### src/rtl/instruction_encoder.sv
// Purpose : packs MIPS R/I/J field bundles into 32-bit words and streams them,
//           with incrementing byte addresses, to the instruction-memory write port.
// Latency : 1 cycle from input accept to out_valid; 1 word/cycle with out_ready held high.
// Backpressure: out_valid/out_ready holding register; in_ready drops while the
//           holding register is full and not draining, or once the word count is reached.
//
// Ports:
//   clk, rst_n                 clock (rising edge), async active-low reset
//   start, base_addr, word_count   load request, sampled only in IDLE
//   in_valid/in_ready, fmt, op, func, rs, rt, rd, sa, imm, addr   field bundle input
//   out_valid/out_ready, out_word, out_addr                       memory write stream
//   busy, done, err            status: not idle / one-cycle completion / sticky bad fmt
module instruction_encoder #(
    parameter int ADDR_W = 32,
    parameter int CNT_W  = 16
) (
    input  logic              clk,
    input  logic              rst_n,
    input  logic              start,
    input  logic [ADDR_W-1:0] base_addr,
    input  logic [CNT_W-1:0]  word_count,
    input  logic              in_valid,
    output logic              in_ready,
    input  logic [1:0]        fmt,
    input  logic [5:0]        op,
    input  logic [5:0]        func,
    input  logic [4:0]        rs,
    input  logic [4:0]        rt,
    input  logic [4:0]        rd,
    input  logic [4:0]        sa,
    input  logic [15:0]       imm,
    input  logic [25:0]       addr,
    output logic              out_valid,
    input  logic              out_ready,
    output logic [31:0]       out_word,
    output logic [ADDR_W-1:0] out_addr,
    output logic              busy,
    output logic              done,
    output logic              err
);

    typedef enum logic [1:0] {
        IDLE  = 2'd0,
        RUN   = 2'd1,
        DRAIN = 2'd2,
        DONE  = 2'd3
    } state_t;

    localparam logic [1:0] FMT_R = 2'd0;
    localparam logic [1:0] FMT_I = 2'd1;
    localparam logic [1:0] FMT_J = 2'd2;

    state_t            state_q;
    state_t            state_d;
    logic [ADDR_W-1:0] ptr_q;
    logic [CNT_W-1:0]  rem_q;
    logic [31:0]       enc_word;
    logic              in_acc;
    logic              legal_acc;
    logic              illegal_acc;
    logic              out_hs;
    logic              load;

    // Combinational field packing; fields not used by the format are ignored.
    always_comb begin
        enc_word = 32'd0;
        case (fmt)
            FMT_R:   enc_word = {op, rs, rt, rd, sa, func};
            FMT_I:   enc_word = {op, rs, rt, imm};
            FMT_J:   enc_word = {op, addr};
            default: enc_word = 32'd0;
        endcase
    end

    assign load        = (state_q == IDLE) && start;
    assign out_hs      = out_valid && out_ready;
    // Accept only while words remain and the holding register is empty or emptying.
    assign in_ready    = (state_q == RUN) && (rem_q != '0) && (!out_valid || out_ready);
    assign in_acc      = in_valid && in_ready;
    assign legal_acc   = in_acc && (fmt != 2'd3);
    assign illegal_acc = in_acc && (fmt == 2'd3);
    assign busy        = (state_q != IDLE);
    assign done        = (state_q == DONE);

    always_comb begin
        state_d = state_q;
        case (state_q)
            IDLE: begin
                if (start) begin
                    state_d = (word_count == '0) ? DONE : RUN;
                end
            end
            RUN: begin
                // The last legal word moves us on; illegal bundles never count.
                if ((legal_acc && (rem_q == CNT_W'(1))) || (rem_q == '0)) begin
                    state_d = DRAIN;
                end
            end
            DRAIN: begin
                if (!out_valid || out_hs) begin
                    state_d = DONE;
                end
            end
            DONE: begin
                state_d = IDLE;
            end
            default: begin
                state_d = IDLE;
            end
        endcase
    end

    always_ff @(posedge clk or negedge rst_n) begin
        if (!rst_n) begin
            state_q <= IDLE;
        end else begin
            state_q <= state_d;
        end
    end

    always_ff @(posedge clk or negedge rst_n) begin
        if (!rst_n) begin
            ptr_q <= '0;
            rem_q <= '0;
            err   <= 1'b0;
        end else if (load) begin
            ptr_q <= base_addr;
            rem_q <= word_count;
            err   <= 1'b0;
        end else begin
            if (legal_acc) begin
                // Wraps modulo 2^ADDR_W without any indication.
                ptr_q <= ptr_q + ADDR_W'(4);
                rem_q <= rem_q - CNT_W'(1);
            end
            if (illegal_acc) begin
                err <= 1'b1;
            end
        end
    end

    // Output holding register: a same-cycle accept wins over the handshake clear,
    // which is what sustains one word per cycle.
    always_ff @(posedge clk or negedge rst_n) begin
        if (!rst_n) begin
            out_valid <= 1'b0;
            out_word  <= 32'd0;
            out_addr  <= '0;
        end else if (legal_acc) begin
            out_valid <= 1'b1;
            out_word  <= enc_word;
            out_addr  <= ptr_q;
        end else if (out_hs) begin
            out_valid <= 1'b0;
        end
    end

endmodule

### config.mk
export PLATFORM = sky130hd
export DESIGN_NAME = instruction_encoder
export DESIGN_NICKNAME = d
export VERILOG_FILES = /design/src/rtl/instruction_encoder.sv
export SDC_FILE = /design/constraint.sdc
export NUM_CORES = 1
export LEC_CHECK = 0
export ABC_AREA = 1
export CAP_MARGIN = 20
export CORE_UTILIZATION = 58
export CTS_CLUSTER_DIAMETER = 100
export DETAILED_ROUTE_END_ITERATION = 6
export DONT_BUFFER_PORTS = 1
export PLACE_DENSITY_LB_ADDON = 0.05
export SLEW_MARGIN = 20
export SYNTH_ARGS = -nofsm -noshare
export SYNTH_HDL_FRONTEND = slang
export SYNTH_SLANG_ARGS = --single-unit
### constraint.sdc
create_clock -name clk -period 1.6 [get_ports clk]
set_input_delay 0.32 -clock clk [delete_from_list [all_inputs] [get_ports clk]]
set_output_delay 0.32 -clock clk [all_outputs]
set_load 0.01 [all_outputs]
# Yosys cells after proc, flatten, opt, wreduce, memory -nomap -nowiden
# Cells that the tools add are included.
dict set report word_totals {
  memories 0
  mem_bits_rw 0
  rom_bits 0
  latchBits 0
  ff_bits 116
  input_bits 129
}
dict set report classes {
  n_reduce_logical 22
  shift 0
  div 0
  n_lt_le_gt_ge 0
  n_eq_ne 11
  add_sub_neg 2
  mux 14
  bitwise_logic 0
  n_mul 0
}
# operator n
set ops {}
lappend ops {{one-hot mux 32 bit (3 select lines)} 1}
lappend ops {{2-to-1 mux 32 bit} 2}
lappend ops {{adder 32 x 3 -> 32 bit (second input constant)} 1}
lappend ops {{logical NOT 16 bit} 2}
lappend ops {{2-to-1 mux 16 bit} 2}
lappend ops {{== test 16 x 1 -> 1 bit (second input constant)} 1}
lappend ops {{nonzero test 16 bit} 1}
lappend ops {{subtractor 16 x 1 -> 16 bit (second input constant)} 1}
lappend ops {{== test 2 bit (second input constant)} 4}
lappend ops {{logical AND 1 bit} 8}
lappend ops {{2-to-1 mux 2 bit} 4}
lappend ops {{one-hot mux 2 bit (4 select lines)} 1}
lappend ops {{nonzero test 2 bit} 4}
lappend ops {{inequality test 2 bit (second input constant)} 3}
lappend ops {{== test 2 x 1 -> 1 bit (second input constant)} 2}
lappend ops {{logical NOT 2 bit} 2}
lappend ops {{2-to-1 mux 1 bit} 4}
lappend ops {{logical OR 1 bit} 3}
lappend ops {{AND reduction 3 bit} 1}
lappend ops {{inequality test 2 x 1 -> 1 bit (second input constant)} 1}
lappend ops {{logical NOT 1 bit} 1}

# Longest topological paths before layout
dict set report logic_depth {
  word_depth 9
  depth_mapped 13
  mapped_depth_nobuf 12
}

# Worst setup path after synthesis
# OpenSTA, ideal clock, no wires.
dict set report synth_path {
  path_type {register -> register}
  startpoint {register state_q[0]}
  endpoint {register rem_q[6]}
  path_slack_ns -0.035
  stages_incl_launch_ff 9
  t_arrival_ns 1.566
  path_cell_list {dfrtp_1 > inv_1 > ha_1 > nand2_1 > inv_1 > buf_2 > clkbuf_1 > nand2_1 > nand3_1}
}
dict set report synth_via {
  elab_chain_len 6
  elab_cells_between_ends 9
}
# item line
set synth_lines {}
lappend synth_lines {{start, declared} 53} ;# state_t state_q;
lappend synth_lines {{start signal, assigned} 117} ;# state_q <= state_d;
lappend synth_lines {{== test 2 x 1 -> 1 bit} 78} ;# assign in_ready = (state_q == RUN) && (rem_q != '0) && (!out_valid || out_ready);
lappend synth_lines {{logical AND 1 bit (2 in a row)} 78}
lappend synth_lines {{logical AND 1 bit} 79} ;# assign in_acc = in_valid && in_ready;
lappend synth_lines {{logical AND 1 bit} 80} ;# assign legal_acc = in_acc && (fmt != 2'd3);
lappend synth_lines {{nonzero test 2 bit (no source line)} --}
lappend synth_lines {{end signal, assigned} 128} ;# rem_q <= word_count;
lappend synth_lines {{end signal, assigned} 134} ;# rem_q <= rem_q - CNT_W'(1);
lappend synth_lines {{end, declared} 56} ;# logic [CNT_W-1:0] rem_q;
# Several ways; a longest one is shown, not always the timed one.
# A chain may end at the register's enable or synchronous reset.

# Worst setup path in the final report
dict set report layout_path {
  startpoint {register rem_q[0]}
  endpoint {register out_word[20]}
}
dict set report layout_via {
  elab_chain_len 5
}
# item line
set layout_lines {}
lappend layout_lines {{nonzero test 16 bit} 78}
lappend layout_lines {{logical AND 1 bit (2 in a row)} 78}
lappend layout_lines {{logical AND 1 bit} 79}
lappend layout_lines {{logical AND 1 bit} 80}
lappend layout_lines {{end signal, assigned} 151} ;# out_word <= enc_word;
lappend layout_lines {{end, declared} 35} ;# output logic [31:0] out_word,
# Every way passes these cells.

==> impl_metrics.py <==
metrics = {
    "timing": {
        "period_share": 1.14,
        "max-slew-margin-rel": 0.702,
        "fin_crit_ns": 1.82,
        "finalSetupTns_ns": -14.69,
        "tightest_slew_ns": 0.443,
        "hold_violations": 116,
        "finalSetupViolations": 114,
        "whs_ns": -0.415,
        "slew_viol_final": 0,
        "max_freq_ghz": 0.548,
        "timing.final.ws_setup_ns": -0.224,
        "skew_ns": 0.00651,
        "rsz0062_at_grt": "true",
    },
    "global_route": {
        "grt_use_total": 0.360,
        "gr-total-overflow": 0,
        "antenna_found_initial": 0,
        "grt_pass1_vias": 6670,
        "grt_pass1_wl_um": 31800,
        "grt_max_degree": 117,
    },
    "yosys": {
        "ys_types": 32,
        "synth.most_common_cell": "nand2_1",
        "synth-edff-count": 0,
        "synthCells": 926,
        "yosysSeqAreaShare": 0.442,
        "yosysTopAreaCellShare": 0.442,
        "synth.area.top_cells": "dfrtp_1 (44%), nand2_1 (23%), nand3_1 (5.6%)",
        "synthTopCellsByCount": "nand2_1 (405), dfrtp_1 (116), nand3_1 (73)",
        "async_reset_ff_frac": 1.00,
        "synth-seq-cells": 116,
        "synth_ff_type": "dfrtp_1",
        "synth_nets": 1064,
        "synth_area_mm2": 0.00656,
        "synth_area_per_cell_um2": 7.09,
        "yosys_warnings": 0,
        "synth_top_cell_by_area": "dfrtp_1",
    },
    "power": {
        "power_switching_w": 0.00716,
        "switching_share": 0.412,
        "internal_power_w": 0.0102,
        "power.density_mw_per_mm2": 1990,
        "pwr-share-seq": 0.332,
        "clkPwrFrac": 0.232,
        "p_leak_nw": 4.19,
        "ir_drop_mv": 1.43,
        "power_frac_comb": 0.436,
    },
    "run_status": {
        "violations": "negative hold slack, negative setup slack",
        "status": "finished, violations left",
    },
    "drt": {
        "drt_iter0_drc": 559,
        "vias": 6852,
        "drt-total-wl_um": 21800,
        "wl_per_cell_um": 18.7,
        "drt_pre_antenna_iters": 6,
        "viasPerCell": 5.87,
        "drc": 0,
        "ant_nets": 0,
    },
    "clock_network": {
        "cts_sinks": 116,
        "insertion_delay_ns": 0.43,
        "cts_buffer_depth": 2,
        "holdBufCountCts": 4,
        "cts_tree": "done",
        "h-tree-depth": 4,
        "cts_buffers": 17,
        "clk_pin_slew_ns": 0.06,
        "root_buffer": "clkbuf_16",
    },
    "critical_path": {
        "critPathMaxStageDelay_ns": 0.38,
        "cp.required_ns": 1.94,
        "critPathCaptureType": "flip-flop",
        "crit_chain": "inv_2, ha_4, nand2_2, nor2_2, nand2_2, nand3_4, buf_6, nor3_4, buf_6, buf_12, nor2_1, a31oi_1",
        "worstPathArrival_ns": 2.16,
        "critPathKind": "reg2reg",
        "critPathMaxFanout": 7,
        "rrSetupSlack_ns": -0.22,
        "cp-start-kind": "flip-flop",
        "crit_slowest_cell": "dfrtp_1",
    },
    "place": {
        "place_area_mm2": 0.00723,
        "place.gp.congestion": 0.956,
        "place_hpwl_um": 13400,
        "io_buffers": 0,
    },
    "finish": {
        "antennaDiodeCount": 0,
        "syn2layout_area_growth_pct": 33.0,
        "design.final.nets": 1152,
        "drive_above_1_share": 0.251,
        "finish.instance_area_mm2": 0.00873,
    },
    "floorplanning": {
        "rows": 38,
        "io_pins": 198,
        "die_area_mm2": 0.0117,
        "start_util": 0.600,
        "fp.dieW_um": 108,
        "fp.dieH_um": 108,
        "coreArea_mm2": 0.0109,
    },
    "run": {
        "maxCapViolCount": 0,
    },
    "worst_hold_path": {
        "hold_path_class": "in2async",
    },
}
## cell families (layout without fill, tap and decap cells)
logic type                 count (synthesis)  count (layout)  synth area share
AOI/OAI and AO/OA                         89              89            0.0732
xor gates and xnor gates                  15              15            0.0200
adders and majority gates                  9               9            0.0172
buffers and inverters                    108             209            0.0757
DFF                                      116             116             0.442
and+or+nand+nor                          589             589             0.371
## per-layer routing
| layer | wire length, µm | part of all wire | track usage |
|---|---|---|---|
| met1 | 8100 | 0.37 | 0.399 |
| met5 | 0 | 0 | 0 |
| met4 | 918 | 0.042 | 0.180 |
| met3 | 1700 | 0.078 | 0.0844 |
| met2 | 11100 | 0.51 | 0.644 |
## power groups by stage
stage	combinational, W	clock, W	sequential [W]
after global routing	0.00825	0.00418	0.00589
after detailed placement	0.00576	0	0.00558
after global placement	0.00549	0	0.00556
after CTS	0.00663	0.00403	0.00561
final	0.00758	0.00404	0.00577
after floorplan	0.00373	0	0.00540
## final cells by class
type	instances	area, µm²
Clock buffer	21	480
Clock inverter	11	149
Fill cell	737	2210
Inverter	72	280
Multi-Input combinational cell	702	3590
Sequential cell	116	2900
Tap cell	140	175
Timing Repair Buffer	105	1140
## registers in the layout (all words and copies together), names as in the netlist
register / flops
ptr_q: 32
out_word: 32
err: 1
state_q: 2
out_addr: 32
rem_q: 16
out_valid: 1
## cells in the final DEF (no fill, tap or decap), types with 7 or more instances in the layout
master and instances:
dfrtp_1 116, o21ai_0 9, buf_4 71, nor2_4 9, inv_1 65, o21ai_2 11
o21ai_1 42, nand3_2 12, buf_12 11, nand4_1 7, xor2_1 14, nor3_1 10
nand2_2 38, buf_6 9, nor2_2 18, nand2_1 360, clkbuf_16 21, nand2_4 10
nand3_1 60, nor2_1 49, a31oi_1 13, or2_2 7
## through the flow
step | cells | util | worst slack [ns] | power [W] | hold slack, ns
4_1_cts | 1160 | 0.761 | -0.186 | 0.0163 | -0.419
6_report | 1167 | 0.798 | -0.224 | 0.0174 | -0.415
3_3_place_gp | 1111 | 0.661 | -0.0801 | 0.0110 | 0.0265
3_5_place_dp | 1111 | 0.661 | -0.163 | 0.0113 | 0.0265
2_1_floorplan | 926 | - | 0.00627 | 0.00913 | 0.0244
5_1_grt | 1167 | 0.798 | -0.302 | 0.0183 | -0.423
## worst max-delay path, delay by kind of cell (launching register included)
kind | cells | cell delay, ns
adder cells (fa/ha/maj) | 1 | 0.17
flip-flops | 1 | 0.38
buffers and inverters | 4 | 0.52
AND/OR/NAND/NOR | 6 | 0.52
AO/OA/AOI/OAI | 1 | 0.16
## repair_timing
action	4_1_cts	5_1_grt
cloned	5	4
resized for setup	69	88
endpoints found under the setup margin	115	116
endpoints found under the hold margin	120	116
buffers inserted	9	7
pin swaps	28	18
## worst paths after layout
check | to | start | cells past startpoint
max in group asynchronous | rem_q[8] | rst_n | 0
worst max register to register | out_word[20] | rem_q[0] | 12
min in group clk | ptr_q[1] | base_addr[1] | 2
worst min-delay path | out_addr[3] | rst_n | 0
worst max-delay path | out_word[20] | rem_q[0] | 12
worst min register to register | out_addr[1] | ptr_q[1] | 2
No activity file was read; power rests on OpenSTA's default activity.
